[src/rtl/sdr_init_ref_seq.sv]
// sdr_init_ref_seq: SDRAM power-up initialisation and periodic AUTO REFRESH scheduler.
//
// After reset it issues T_PWR_UP NOPs, PRECHARGE-all, INIT_REF_CNT AUTO REFRESH commands and
// LOAD MODE, then raises sdr_init_done and hands the command bus to the core transfer engine.
// From then on a refresh timer logs pending refreshes. The bus is borrowed back through
// ref_req/ref_gnt, and each refresh is serviced as PRECHARGE-all followed by AUTO REFRESH.
//
// Optional build macro SDR_REF_DEBT_EN:
//   defined     - pending refreshes form a 0..8 debt counter, serviced back-to-back per grant.
//   not defined - pending is a single flag; one PRE+REF per grant.
//
// Ports:
//   sdram_clk        SDRAM clock (only clock)
//   sdram_resetn     asynchronous active-low reset
//   cfg_sdr_mode_reg mode register value driven on sdr_addr with LOAD MODE
//   cfg_ref_en       periodic refresh enable
//   ref_gnt          core engine idle, command bus handed over
//   ref_req          request for the command bus
//   cmd_own          this block drives the SDRAM command bus
//   sdr_cs_n/ras_n/cas_n/we_n, sdr_addr, sdr_ba  registered SDRAM command outputs
//   sdr_init_done    initialisation complete (level)
//   ref_overrun      one-cycle pulse, refresh interval expired with no room to log it
module sdr_init_ref_seq #(
  parameter int unsigned T_PWR_UP     = 10000,
  parameter int unsigned T_RP         = 3,
  parameter int unsigned T_RFC        = 7,
  parameter int unsigned T_MRD        = 2,
  parameter int unsigned INIT_REF_CNT = 8,
  parameter int unsigned REF_INTERVAL = 1560
) (
  input  logic        sdram_clk,
  input  logic        sdram_resetn,
  input  logic [12:0] cfg_sdr_mode_reg,
  input  logic        cfg_ref_en,
  input  logic        ref_gnt,
  output logic        ref_req,
  output logic        cmd_own,
  output logic        sdr_cs_n,
  output logic        sdr_ras_n,
  output logic        sdr_cas_n,
  output logic        sdr_we_n,
  output logic [12:0] sdr_addr,
  output logic [1:0]  sdr_ba,
  output logic        sdr_init_done,
  output logic        ref_overrun
);

  typedef enum logic [2:0] {StPwrUp, StWrp, StWrfc, StWmrd, StIdle} state_e;

  // {cs_n, ras_n, cas_n, we_n}
  localparam logic [3:0] CmdDesel = 4'b1111;
  localparam logic [3:0] CmdNop   = 4'b0111;
  localparam logic [3:0] CmdPre   = 4'b0010;
  localparam logic [3:0] CmdRef   = 4'b0001;
  localparam logic [3:0] CmdLmr   = 4'b0000;

  localparam logic [15:0] PwrUpLast  = 16'(T_PWR_UP);
  localparam logic [15:0] RpLast     = 16'(T_RP - 1);
  localparam logic [15:0] RfcLast    = 16'(T_RFC - 1);
  localparam logic [15:0] MrdLast    = 16'(T_MRD - 1);
  localparam logic [15:0] IntLast    = 16'(REF_INTERVAL - 1);
  localparam logic [3:0]  InitRefCnt = 4'(INIT_REF_CNT);
  localparam logic [12:0] PreAllAddr = 13'h0400;

`ifdef SDR_REF_DEBT_EN
  localparam int unsigned PendW = 4;
`else
  localparam int unsigned PendW = 1;
`endif

  state_e           state_q, state_d;
  logic [15:0]      cnt_q, cnt_d;
  logic [3:0]       irc_q, irc_d;
  logic [15:0]      timer_q, timer_d;
  logic [PendW-1:0] pending_q, pending_d;
  logic [3:0]       cmd_q, cmd_d;
  logic [12:0]      addr_q, addr_d;
  logic             own_q, own_d;
  logic             init_done_q, init_done_d;
  logic             ref_req_q, ref_req_d;
  logic             overrun_q, overrun_d;
  logic             expire, dec, more;

  always_comb begin
    state_d     = state_q;
    cnt_d       = cnt_q;
    irc_d       = irc_q;
    pending_d   = pending_q;
    cmd_d       = CmdNop;
    addr_d      = '0;
    own_d       = own_q;
    init_done_d = init_done_q;
    overrun_d   = 1'b0;
    expire      = 1'b0;
    dec         = 1'b0;

    // Refresh interval timer; held at zero until init completes or while disabled.
    timer_d = '0;
    if (init_done_q && cfg_ref_en) begin
      if (timer_q == IntLast) begin
        expire = 1'b1;
      end else begin
        timer_d = timer_q + 16'd1;
      end
    end

    // Whether another refresh is still owed after retiring the current one.
`ifdef SDR_REF_DEBT_EN
    more = (pending_q > 4'd1) || expire;
`else
    more = 1'b0;
`endif

    unique case (state_q)
      StPwrUp: begin
        if (cnt_q == PwrUpLast) begin
          cmd_d   = CmdPre;
          addr_d  = PreAllAddr;
          cnt_d   = '0;
          state_d = StWrp;
        end else begin
          cnt_d = cnt_q + 16'd1;
        end
      end
      StWrp: begin
        if (cnt_q == RpLast) begin
          cmd_d   = CmdRef;
          cnt_d   = '0;
          state_d = StWrfc;
          if (!init_done_q) irc_d = irc_q + 4'd1;
        end else begin
          cnt_d = cnt_q + 16'd1;
        end
      end
      StWrfc: begin
        if (cnt_q == RfcLast) begin
          cnt_d = '0;
          if (!init_done_q) begin
            if (irc_q == InitRefCnt) begin
              cmd_d   = CmdLmr;
              addr_d  = cfg_sdr_mode_reg;
              state_d = StWmrd;
            end else begin
              cmd_d = CmdRef;
              irc_d = irc_q + 4'd1;
            end
          end else begin
            dec = 1'b1;
            if (more) begin
              cmd_d = CmdRef;
            end else begin
              cmd_d   = CmdDesel;
              own_d   = 1'b0;
              state_d = StIdle;
            end
          end
        end else begin
          cnt_d = cnt_q + 16'd1;
        end
      end
      StWmrd: begin
        if (cnt_q == MrdLast) begin
          cmd_d       = CmdDesel;
          cnt_d       = '0;
          own_d       = 1'b0;
          init_done_d = 1'b1;
          state_d     = StIdle;
        end else begin
          cnt_d = cnt_q + 16'd1;
        end
      end
      StIdle: begin
        cmd_d = CmdDesel;
        if (ref_req_q && ref_gnt) begin
          cmd_d   = CmdPre;
          addr_d  = PreAllAddr;
          own_d   = 1'b1;
          cnt_d   = '0;
          state_d = StWrp;
        end
      end
      default: begin
        state_d = StPwrUp;
        cnt_d   = '0;
      end
    endcase

    // Expiry and retirement in the same cycle cancel out.
`ifdef SDR_REF_DEBT_EN
    if (expire && !dec) begin
      if (pending_q == 4'd8) overrun_d = 1'b1;
      else                   pending_d = pending_q + 4'd1;
    end else if (dec && !expire) begin
      pending_d = pending_q - 4'd1;
    end
`else
    if (expire && !dec) begin
      overrun_d = pending_q;
      pending_d = 1'b1;
    end else if (dec && !expire) begin
      pending_d = 1'b0;
    end
`endif

    ref_req_d = init_done_d && (pending_d != '0) && (state_d == StIdle);
  end

  always_ff @(posedge sdram_clk or negedge sdram_resetn) begin
    if (!sdram_resetn) begin
      state_q     <= StPwrUp;
      cnt_q       <= '0;
      irc_q       <= '0;
      timer_q     <= '0;
      pending_q   <= '0;
      cmd_q       <= CmdDesel;
      addr_q      <= '0;
      own_q       <= 1'b1;
      init_done_q <= 1'b0;
      ref_req_q   <= 1'b0;
      overrun_q   <= 1'b0;
    end else begin
      state_q     <= state_d;
      cnt_q       <= cnt_d;
      irc_q       <= irc_d;
      timer_q     <= timer_d;
      pending_q   <= pending_d;
      cmd_q       <= cmd_d;
      addr_q      <= addr_d;
      own_q       <= own_d;
      init_done_q <= init_done_d;
      ref_req_q   <= ref_req_d;
      overrun_q   <= overrun_d;
    end
  end

  assign {sdr_cs_n, sdr_ras_n, sdr_cas_n, sdr_we_n} = cmd_q;
  assign sdr_addr      = addr_q;
  assign sdr_ba        = 2'b00;
  assign cmd_own       = own_q;
  assign ref_req       = ref_req_q;
  assign sdr_init_done = init_done_q;
  assign ref_overrun   = overrun_q;

endmodule
[config.mk]
export PLATFORM = sky130hd
export DESIGN_NAME = sdr_init_ref_seq
export DESIGN_NICKNAME = d
export VERILOG_FILES = /design/src/rtl/sdr_init_ref_seq.sv
export SDC_FILE = /design/constraint.sdc
export NUM_CORES = 1
export LEC_CHECK = 0
export CAP_MARGIN = 5
export CORE_MARGIN = 3
export CORE_UTILIZATION = 30
export DETAILED_ROUTE_END_ITERATION = 10
export GPL_TIMING_DRIVEN = 0
export REMOVE_ABC_BUFFERS = 1
export SYNTH_ARGS = -nofsm -noshare
export SYNTH_HDL_FRONTEND = slang
export SYNTH_SLANG_ARGS = --single-unit
[constraint.sdc]
create_clock -name sdram_clk -period 5.5 [get_ports sdram_clk]
set_clock_uncertainty 0.1 [all_clocks]
set_input_delay 1.1 -clock sdram_clk [delete_from_list [all_inputs] [get_ports sdram_clk]]
set_output_delay 1.1 -clock sdram_clk [all_outputs]
set_load 0.05 [all_outputs]
==> results.ini <==
[global_routing]
grt_pass1_vias=2347
grt.total_usage=0.1270
grt_max_degree=41
globalRoute.totalOverflow=0
antenna_found_initial=0
grt_pass1_wl_um=11690

[route]
drtIter0Drc=170
wl_per_cell_um=13.80
vias=2424
viasPerCell=4.887
drc=0
dr.pass1.iters=4
routed_wl_um=6847
postRouteAntennaNets=0

[logic_synthesis]
yosysWarningCount=0
synthFlopType=dfrtp_1
async_flop_share=1.000
synth.distinct_cells=62
yosysSeqAreaShare=0.4823
syn_inst=321
synth_area_mm2=0.003178
avgSynthCellArea_um2=9.900
ys_ff_latch=61
synth-edff-count=0

[clocking]
cts_tree=done
postCtsSetupBuffers=0
cts_buffers=9
clock_sinks=61
clk_pin_slew_ps=80
htree_levels=3
clock_latency_ps=350
ctsHoldBuffers=0
root_buffer=clkbuf_8
clk_path_buf_depth=2
post_cts_resized=0

[place]
dp_slack_ps=2681
dp_cells=480
hpwl_um=4886
port_buffers=37
gp_congestion=0.8273

[layout]
antenna_cells=0
final_common_cell=dfrtp_1
fillers=989
area_growth_pct=22.95
register_area_mm2=0.001533
mostFrequentLayoutCells=56 x dfrtp_1, 36 x clkdlybuf4s50_1, 35 x nor2_1, 30 x nand2_1, 16 x nand3_1
drive_gt1_frac=0.1102
multi_input_area_mm2=0.001539
final_cells=496
finish.net_count=382

[pwr]
ir_drop_mv=0.1048
p_sw_uw=206.0
clkPwrFrac=0.512
seq_power_share=0.463
p_sw_frac=0.2127
p_leak_uw=0.001535
power_density_mw_per_mm2=247.8
power_frac_comb=0.025
p_int_uw=762.3

[worst_setup_path]
cp_max_fo=13
path_cells=clkdlybuf4s50_1
path_class=reg2out
worstSetupStartpointType=flop
endpoint_kind=primary output
cp_data_required_time_ps=4300
cp_data_arrival_time_ps=1840
max_stage_delay_ps=890
cpLargestDelayFamily=buffers and inverters
worst_path_max_delay_cell=clkdlybuf4s50_1
cp_num_buf_inv=1

[floorplan]
die_w_um=108.9
die_h_um=108.9
dieArea_mm2=0.01186
start_util=0.3164
num_rows=36
coreArea_mm2=0.01004
ios=40

[timing]
worst_pin_slew_ps=1108
period_minus_slack_ps=3038
fin_tns_setup_ps=0
rsz0062_at_grt=no
hold_violations=0
relSlewSlack=0.2553
setup_viol=0
fmax_mhz=329.1
setup_ws_ps=2462
period_share=0.5524
drv_slew=0

[outcome]
outcome=complete, no violations

[hold_path]
hp-class=reg2reg

[job]
drv.max_cap_violation_count=0

==> cell type report <==
cell class | count | area share
Multi-Input combinational cell | 238 | 0.3939
Sequential cell | 61 | 0.3923
Timing Repair Buffer | 38 | 0.09862
Tap cell | 133 | 0.04259
Clock buffer | 9 | 0.03170
Clock inverter | 7 | 0.03138
Inverter | 10 | 0.009606
==> synth_stat cells, types with 6 or more instances <==
master | number | area (µm²)
dfrtp_1 | 56 | 1401
nor2_1 | 35 | 131.4
nand2_1 | 30 | 112.6
nand3_1 | 16 | 80.08
and2_1 | 14 | 87.58
xnor2_1 | 13 | 113.9
inv_1 | 10 | 37.54
o21ai_0 | 9 | 45.04
o21ai_1 | 8 | 40.04
xor2_1 | 8 | 70.07
ha_1 | 7 | 87.58
nor3_1 | 7 | 35.03
nand4_1 | 6 | 37.54
==> power by group through the flow <==
stage / clock (µW) / combinational, µW / sequential (µW)
floorplan: 0 / 3.05 / 457
global placement: 0 / 23.3 / 457
detailed placement: 0 / 25.0 / 457
CTS: 508 / 24.9 / 448
global route: 531 / 26.9 / 448
finish: 496 / 23.9 / 448
==> per-layer routing <==
layer | global-route usage | routed length (µm) | part of all wire
met5 | 0 | 0 | 0
met4 | 0.03787 | 106 | 0.015
met3 | 0.04500 | 366 | 0.053
met2 | 0.1864 | 3133 | 0.46
met1 | 0.1754 | 3241 | 0.47
==> flip-flops by register name, indices dropped and copies added, names as in the netlist <==
| register | flops |
|---|---|
| cmd_own | 1 |
| pending_q | 1 |
| sdr_addr | 13 |
| ref_req | 1 |
| state_q | 3 |
| irc_q | 4 |
| ref_overrun | 1 |
| cmd_q | 4 |
| sdr_init_done | 1 |
| timer_q | 16 |
| cnt_q | 16 |
==> worst register-to-register path: cells and delay by family (launching register included) <==
kind,cells,cell delay (ps)
buf+inv,1,140
fa+ha+maj,1,200
flops,1,440
simple gates,4,1810
==> cells by family after synthesis <==
kind of cell,share of synthesized area
adders and majority gates,0.02756
other,0.001180
AOI/OAI and AO/OA,0.1189
buffers and inverters,0.03465
xor gates and xnor gates,0.05788
muxes,0.009843
DFF,0.4823
and+or+nand+nor,0.2677
==> through the flow <==
stage	total power, µW	hold WS, ps	util	cell area [µm²]
floorplan	460.2	325.1	-	3109
CTS	981.7	356.5	0.3890	3908
finish	968.3	353.6	0.3890	3908
global route	1006	384.3	0.3890	3908
global placement	480.4	339.2	0.3630	3646
detailed placement	482.0	345.8	0.3645	3661
==> final timing paths <==
path	cells after the start	slack, ps	end	startpoint
worst max-delay path	1	2460	sdr_init_done	sdr_init_done$_DFF_PN0_
worst min-delay path	1	350	timer_q[0]$_DFF_PN0_	timer_q[0]$_DFF_PN0_
worst max register to register	6	2770	sdr_addr[7]$_DFF_PN0_	cnt_q[0]$_DFFE_PN0N_
worst min register to register	1	350	timer_q[0]$_DFF_PN0_	timer_q[0]$_DFF_PN0_
max in group asynchronous	2	4030	cmd_q[0]$_DFF_PN1_	sdram_resetn
min in group asynchronous	1	620	cnt_q[8]$_DFFE_PN0N_	sdram_resetn
Note: power is estimated with default switching activity, not from simulation.
